$ cat config.mk
export PLATFORM = sky130hd
export DESIGN_NAME = regfile_write_arbiter
export DESIGN_NICKNAME = d
export VERILOG_FILES = /design/src/rtl/regfile_write_arbiter.sv
export SDC_FILE = /design/constraint.sdc
export NUM_CORES = 1
export LEC_CHECK = 0
export CAP_MARGIN = 10
export CORE_MARGIN = 4
export CORE_UTILIZATION = 30
export DETAILED_ROUTE_END_ITERATION = 7
export PLACE_DENSITY = 0.6
export SYNTH_ARGS = -nofsm -noshare
export SYNTH_HDL_FRONTEND = slang
export SYNTH_SLANG_ARGS = --single-unit
$ cat constraint.sdc
create_clock -name i_clk -period 3.6 [get_ports i_clk]
set_clock_uncertainty 0.1 [all_clocks]
set_input_delay 1.08 -clock i_clk [delete_from_list [all_inputs] [get_ports i_clk]]
set_output_delay 1.08 -clock i_clk [all_outputs]
set_load 0.05 [all_outputs]
$ cat src/rtl/regfile_write_arbiter.sv
// Write-back arbiter for the register file's single write port: alternates
// between ALU results and load returns, and holds ALU writes behind outstanding loads.
module regfile_write_arbiter #(
  parameter int DATA_W = 32,
  parameter int ADDR_W = 5
) (
  input  logic                    i_clk,
  input  logic                    i_rst_n,
  input  logic                    i_alu_valid,
  input  logic [ADDR_W-1:0]       i_alu_addr,
  input  logic [DATA_W-1:0]       i_alu_data,
  output logic                    o_alu_ready,
  input  logic                    i_mem_valid,
  input  logic [ADDR_W-1:0]       i_mem_addr,
  input  logic [DATA_W-1:0]       i_mem_data,
  output logic                    o_mem_ready,
  input  logic                    i_issue_load,
  input  logic [ADDR_W-1:0]       i_issue_addr,
  output logic [(1<<ADDR_W)-1:0]  o_busy,
  output logic                    o_wr_en,
  output logic [ADDR_W-1:0]       o_wr_addr,
  output logic [DATA_W-1:0]       o_wr_data
);

  localparam int NREG = 1 << ADDR_W;

  typedef enum logic {
    PRI_MEM = 1'b0,
    PRI_ALU = 1'b1
  } pri_t;

  pri_t                r_ptr;
  pri_t                w_ptr_nxt;
  logic [NREG-1:0]     r_busy;
  logic [NREG-1:0]     w_busy_nxt;
  logic                w_alu_free;
  logic                w_alu_elig;
  logic                w_alu_grant;
  logic                w_mem_grant;
  logic                w_grant_any;
  logic [ADDR_W-1:0]   w_grant_addr;
  logic [DATA_W-1:0]   w_grant_data;
  logic                r_wr_en_p1;
  logic [ADDR_W-1:0]   r_wr_addr_p1;
  logic [DATA_W-1:0]   r_wr_data_p1;

  // Set is applied after clear so a load issued on the cycle its predecessor
  // returns keeps the register marked busy; register 0 never holds a hazard.
  function automatic logic [NREG-1:0] busy_update(
    input logic [NREG-1:0]   cur,
    input logic              clr,
    input logic [ADDR_W-1:0] clr_addr,
    input logic              set,
    input logic [ADDR_W-1:0] set_addr
  );
    logic [NREG-1:0] nxt;
    nxt = cur;
    if (clr) nxt[clr_addr] = 1'b0;
    if (set) nxt[set_addr] = 1'b1;
    nxt[0] = 1'b0;
    return nxt;
  endfunction

  // ---- stage p0: arbitration and scoreboard next-state ----
  assign w_alu_free  = ~r_busy[i_alu_addr];
  assign w_alu_elig  = i_alu_valid & w_alu_free;
  assign o_mem_ready = i_rst_n & ((r_ptr == PRI_MEM) | ~w_alu_elig);
  assign o_alu_ready = i_rst_n & w_alu_free & ((r_ptr == PRI_ALU) | ~i_mem_valid);
  assign w_mem_grant = i_mem_valid & o_mem_ready;
  assign w_alu_grant = i_alu_valid & o_alu_ready;
  assign w_grant_any = w_mem_grant | w_alu_grant;

  always_comb begin
    w_ptr_nxt    = r_ptr;
    w_grant_addr = i_alu_addr;
    w_grant_data = i_alu_data;
    if (w_mem_grant) begin
      w_ptr_nxt    = PRI_ALU;
      w_grant_addr = i_mem_addr;
      w_grant_data = i_mem_data;
    end else if (w_alu_grant) begin
      w_ptr_nxt    = PRI_MEM;
    end
    w_busy_nxt = busy_update(r_busy, w_mem_grant, i_mem_addr, i_issue_load, i_issue_addr);
  end

  always_ff @(posedge i_clk) begin
    if (!i_rst_n) begin
      r_ptr  <= PRI_MEM;
      r_busy <= '0;
    end else begin
      r_ptr  <= w_ptr_nxt;
      r_busy <= w_busy_nxt;
    end
  end

  // ---- stage p1: registered write port ----
  always_ff @(posedge i_clk) begin
    if (!i_rst_n) begin
      r_wr_en_p1   <= 1'b0;
      r_wr_addr_p1 <= '0;
      r_wr_data_p1 <= '0;
    end else begin
      r_wr_en_p1 <= w_grant_any & (w_grant_addr != '0);
      if (w_grant_any) begin
        r_wr_addr_p1 <= w_grant_addr;
        r_wr_data_p1 <= w_grant_data;
      end
    end
  end

  assign o_busy    = r_busy;
  assign o_wr_en   = r_wr_en_p1;
  assign o_wr_addr = r_wr_addr_p1;
  assign o_wr_data = r_wr_data_p1;

endmodule
==> results.sh, run 1 <==
export IMPL_dominantRegCellSynth="dfxtp_1"
export IMPL_root_buffer="clkbuf_16"
export IMPL_finalSetupTns_ps=-240
export IMPL_dieArea_mm2=0.0139
export IMPL_initial_core_util=0.312
export IMPL_die_x_um=118
export IMPL_finalNetCount=636
export IMPL_wire_per_inst_um=17.7
export IMPL_cts_tree="yes"
export IMPL_place_inst=680
export IMPL_synth_nets=473
export IMPL_place_gp_congestion=0.858
export IMPL_final_cells=701
export IMPL_grt_overflow=0
export IMPL_htreeDepth=3
export IMPL_slew_headroom=0.494
export IMPL_postSynthCellCount=389
export IMPL_final_hold_violation_count=0
export IMPL_powerDensity_mw_per_mm2=382
export IMPL_antenna_found_initial=1
export IMPL_coreArea_mm2=0.0116
export IMPL_yosysSeqAreaShare=0.386
export IMPL_crit_type="in -> out"
export IMPL_maxCapViolations=0
export IMPL_status="complete, but fails checks"
export IMPL_place_ws_ps=-624
export IMPL_async_flop_share=0
export IMPL_power_mw=2.22
export IMPL_die_h_um=118
export IMPL_fill_cells=1088
export IMPL_grt_pass1_wl_um=19700
export IMPL_clkLatencyLatePin_ps=330
export IMPL_gr_usage_met2=0.278
export IMPL_track_usage=0.174
export IMPL_p_leak_nw=2.03
export IMPL_rsz0062_at_grt="true"
export IMPL_crit_required_ps=2420
export IMPL_cp_max_fo=2
export IMPL_ios=156
export IMPL_first_pass_iters=5
export IMPL_tightestPinTransition_ps=756
export IMPL_final_core_util=0.501
export IMPL_regArea_mm2=0.00140
export IMPL_post_route_min_period_ps=3730
export IMPL_period_share=1.04
export IMPL_ys_warn_count=0
export IMPL_clockBufferDepth=2
export IMPL_fin_area_mm2=0.00581
export IMPL_vdd_drop_max_uv=219
export IMPL_place_area_mm2=0.00547
export IMPL_grt_max_degree=42
export IMPL_syn_avg_cell_area_um2=9.33
export IMPL_synthesis_area_mm2=0.00363
export IMPL_timing_hold_ws_ps=378
export IMPL_setup_worst_path_start_class="primary input"
export IMPL_max_freq_ghz=0.268
export IMPL_maxSlewViolCount=0
export IMPL_multi_input_area_mm2=0.00207
export IMPL_via_per_inst=5.35
export IMPL_dpl_hpwl_um=9200
export IMPL_ant_nets=0
export IMPL_drc=0
export IMPL_synth_edf_count=0
export IMPL_first_global_vias=3781
export IMPL_drt_total_wl_um=12400
export IMPL_cts_buffers=9
export IMPL_met1_usage=0.220
export IMPL_vias=3748
export IMPL_worst_slack_ps=-130
export IMPL_ys_seq_elements=70
export IMPL_syn_to_final_growth_pct=60.2
export IMPL_critical_path_endpoint_type="output pin"
export IMPL_setup_viol=2
export IMPL_path_clk_slew_ps=50
export IMPL_critPathArrivalTime_ps=2550
export IMPL_met3_usage=0.0596
export IMPL_drive_above_1_share=0.117
export IMPL_portBuffers=154
export IMPL_violations="negative setup slack"
export IMPL_fp_row_count=39
export IMPL_hold_path_class="reg -> reg"
export IMPL_synth_cell_types=40
export IMPL_clkSinkCount=70
export IMPL_grt_busiest_layer="met2"
export IMPL_drt_initial_drc_count=210
[power by group]
| group | internal (mW) | switching [mW] | total [mW] | leakage [nW] |
|---|---|---|---|---|
| logic | 0.259 | 0.316 | 0.575 | 1.33 |
| registers | 0.815 | 0.0226 | 0.837 | 0.573 |
| clock network | 0.481 | 0.325 | 0.807 | 0.132 |
[area by class of cell]
cell class	instances	area share
multi-input cells	284	0.357
repair buffers	185	0.323
flip-flops and latches	70	0.241
clock buffers	12	0.0424
well taps	143	0.0308
clock inverters	4	0.00387
inverters	2	0.00129
diodes	1	0.000430
[final timing paths]
kind                               from                         end  slack (ps)  depth (start not counted)
max                       i_alu_addr[1]                 o_mem_ready        -130                          7
min          o_wr_data[23]$_SDFFE_PN0P_  o_wr_data[23]$_SDFFE_PN0P_         380                          2
max reg2reg       o_busy[22]$_SDFF_PN0_  o_wr_data[11]$_SDFFE_PN0P_         950                          9
min reg2reg  o_wr_data[23]$_SDFFE_PN0P_  o_wr_data[23]$_SDFFE_PN0P_         380                          2
[cells by family (layout without fill, tap and decap cells)]
family | Yosys count | count (layout) | synth area share
AOI/OAI and AO/OA | 150 | 150 | 0.310
DFF | 70 | 70 | 0.386
other | 1 | 2 | 0.00103
buffers and inverters | 35 | 203 | 0.0576
and+or+nand+nor | 114 | 114 | 0.189
muxes | 19 | 19 | 0.0559
[timing repair]
item,CTS,global route
resized for setup,17,6
buffers inserted,0,4
pin swaps,4,3
setup endpoints to repair,10,2
hold endpoints to repair,0,0
cloned,0,0
hold buffers,0,0
[state kept, by name, summed over array words and instances (netlist names)]
name / flops
o_wr_data: 32
o_busy: 31
o_wr_addr: 5
o_wr_en: 1
r_ptr: 1
[per-layer routing]
metal  up-vias  wire length, um
met2       201             5650
li1       1787                -
met4         0              197
met1      1737             5420
met3        23             1150
met5         -                0
[cells in the final DEF (no fill, tap or decap), types with 3 or more instances in the layout]
cell,netlist,routed
o31ai_1,31,31
a21oi_1,8,7
nor2b_1,4,3
nand2_1,39,39
nor3b_1,4,4
clkdlybuf4s50_1,0,146
buf_12,0,9
buf_4,2,23
mux2i_1,18,18
nand3b_1,37,37
nand3_1,6,6
o21ai_1,6,6
nor2_1,6,5
dfxtp_1,70,70
clkbuf_16,0,9
a22oi_1,34,34
dlygate4sd2_1,0,3
a21boi_1,63,63
clkinv_2,0,3
[critical path: stages]
cell and delay, ps:
buf_8 80, mux4_2 530, o2111ai_4 240, nand3_4 130
nor3_4 250, nor2b_4 70, buf_8 150
[synth_stat cells (6+ instances only)]
master	number	area share
nor2_1	6	0.0062
a21boi_1	63	0.13
a21oi_1	8	0.011
nand3b_1	37	0.077
mux2i_1	18	0.050
dfxtp_1	70	0.39
buf_6	8	0.025
nand2_1	39	0.040
a22oi_1	34	0.070
buf_2	8	0.011
o21ai_1	6	0.0083
nand3_1	6	0.0083
clkbuf_1	13	0.013
o31ai_1	31	0.064
Power figures use the tool's default switching activity.
==> inputs of run 2 (changes only) <==
Settings changed: CTS_CLUSTER_DIAMETER set to 150.
==> results of run 2 <==
No change in the layout: final DEF, timing and power equal those of run 1.
==> inputs of run 3 (changes only) <==
Settings changed: RECOVER_POWER set to 25.
==> results.sh, run 3 (synthesis gave the netlist of run 1 again) <==
export IMPL_status="complete, but fails checks"
export IMPL_violations="negative setup slack"
export IMPL_cts_tree="yes"
export IMPL_clockBufferDepth=2
export IMPL_wire_per_inst_um=17.7
export IMPL_initial_core_util=0.312
export IMPL_hold_path_class="reg -> reg"
export IMPL_drc=0
export IMPL_ff2ff_setup_slack_ps=950
export IMPL_powerDensity_mw_per_mm2=380
export IMPL_vias=3759
export IMPL_portBuffers=154
export IMPL_place_inst=680
export IMPL_root_buffer="clkbuf_16"
export IMPL_dieArea_mm2=0.0139
export IMPL_hold_depth=2
export IMPL_vdd_drop_max_uv=219
export IMPL_post_route_min_period_ps=3730
export IMPL_grt_overflow=0
export IMPL_cp_max_fo=2
export IMPL_grt_pass1_wl_um=19700
export IMPL_path_clk_slew_ps=50
export IMPL_syn_to_final_growth_pct=60.2
export IMPL_drt_total_wl_um=12400
export IMPL_slew_headroom=0.494
export IMPL_rr_worst_depth=9
export IMPL_cp_startpoint="i_alu_addr[1]"
export IMPL_die_x_um=118
export IMPL_via_per_inst=5.36
export IMPL_drt_initial_drc_count=218
export IMPL_final_common_cell="clkdlybuf4s50_1"
export IMPL_track_usage=0.174
export IMPL_final_hold_violation_count=0
export IMPL_max_freq_ghz=0.268
export IMPL_p_leak_nw=2.11
export IMPL_cts_hold_buf=0
export IMPL_crit_required_ps=2420
export IMPL_place_ws_ps=-624
export IMPL_largest_reg_flops=32
export IMPL_crit_type="in -> out"
export IMPL_setup_worst_path_start_class="primary input"
export IMPL_ios=156
export IMPL_place_area_mm2=0.00547
export IMPL_finalNetCount=636
export IMPL_reg2reg_from="o_busy[22]$_SDFF_PN0_"
export IMPL_die_h_um=118
export IMPL_fp_row_count=39
export IMPL_tightestPinTransition_ps=756
export IMPL_worst_slack_ps=-130
export IMPL_power_mw=2.21
export IMPL_maxCapViolations=0
export IMPL_coreArea_mm2=0.0116
export IMPL_final_cells=701
export IMPL_place_gp_congestion=0.858
export IMPL_period_share=1.04
export IMPL_layout_common_cells="113 x clkdlybuf4s50_1, 70 x dfxtp_1, 63 x a21boi_1"
export IMPL_fin_area_mm2=0.00581
export IMPL_grt_max_degree=42
export IMPL_holdCritStartpoint="o_wr_data[23]$_SDFFE_PN0P_"
export IMPL_first_global_vias=3781
export IMPL_setup_viol=2
export IMPL_clkLatencyLatePin_ps=330
export IMPL_ant_nets=0
export IMPL_drive_above_1_share=0.117
export IMPL_critical_path_endpoint_type="output pin"
export IMPL_dpl_hpwl_um=9200
export IMPL_cts_buffers=9
export IMPL_clkSinkCount=70
export IMPL_htreeDepth=3
export IMPL_antenna_found_initial=1
export IMPL_maxSlewViolCount=0
export IMPL_first_pass_iters=5
export IMPL_finalSetupTns_ps=-240
export IMPL_critPathArrivalTime_ps=2550
export IMPL_rsz0062_at_grt="true"
==> run 3: what timing repair did <==
item,CTS,global route
setup buffers,0,4
gates resized for setup,17,6
setup endpoints to repair,10,2
pin swaps,4,3
==> run 3: power by group <==
part | switching, mW | internal, mW | leakage [nW]
Combinational | 0.316 | 0.249 | 1.41
Clock | 0.326 | 0.481 | 0.132
Sequential | 0.0212 | 0.815 | 0.573
Total | 0.664 | 1.54 | 2.11
==> run 3: layout make-up <==
cell class	instances	area [um2]
inverter	2	7.51
clock buffer	12	246
tap	143	179
clock inverter	4	22.5
timing repair buffer	185	1880
multi-input combinational	284	2070
sequential	70	1400
antenna	1	2.50
fill	1088	5800
==> run 3: metal layers <==
layer,track usage,part of all wire
met3,0.0596,0.095
met1,0.220,0.44
met4,0.0579,0.019
met2,0.278,0.45
met5,0,0
==> run 3: through the flow <==
step | utilization | hold WS, ps
finish | 0.501 | 375
global route | 0.501 | 398
CTS | 0.496 | 381
detailed placement | 0.471 | 372
global placement | 0.471 | 367
floorplan | - | 363
==> run 3: final timing paths <==
kind / to
setup / recovery: o_mem_ready
hold / removal: o_wr_data[23]$_SDFFE_PN0P_
setup reg to reg: o_wr_data[11]$_SDFFE_PN0P_
hold reg to reg: o_wr_data[23]$_SDFFE_PN0P_
==> run 3: critical path, cell delays in order <==
cell and delay (ps):
buf_8 80, mux4_2 530, o2111ai_4 240, nand3_4 130, nor3_4 250, nor2b_4 70
buf_8 150
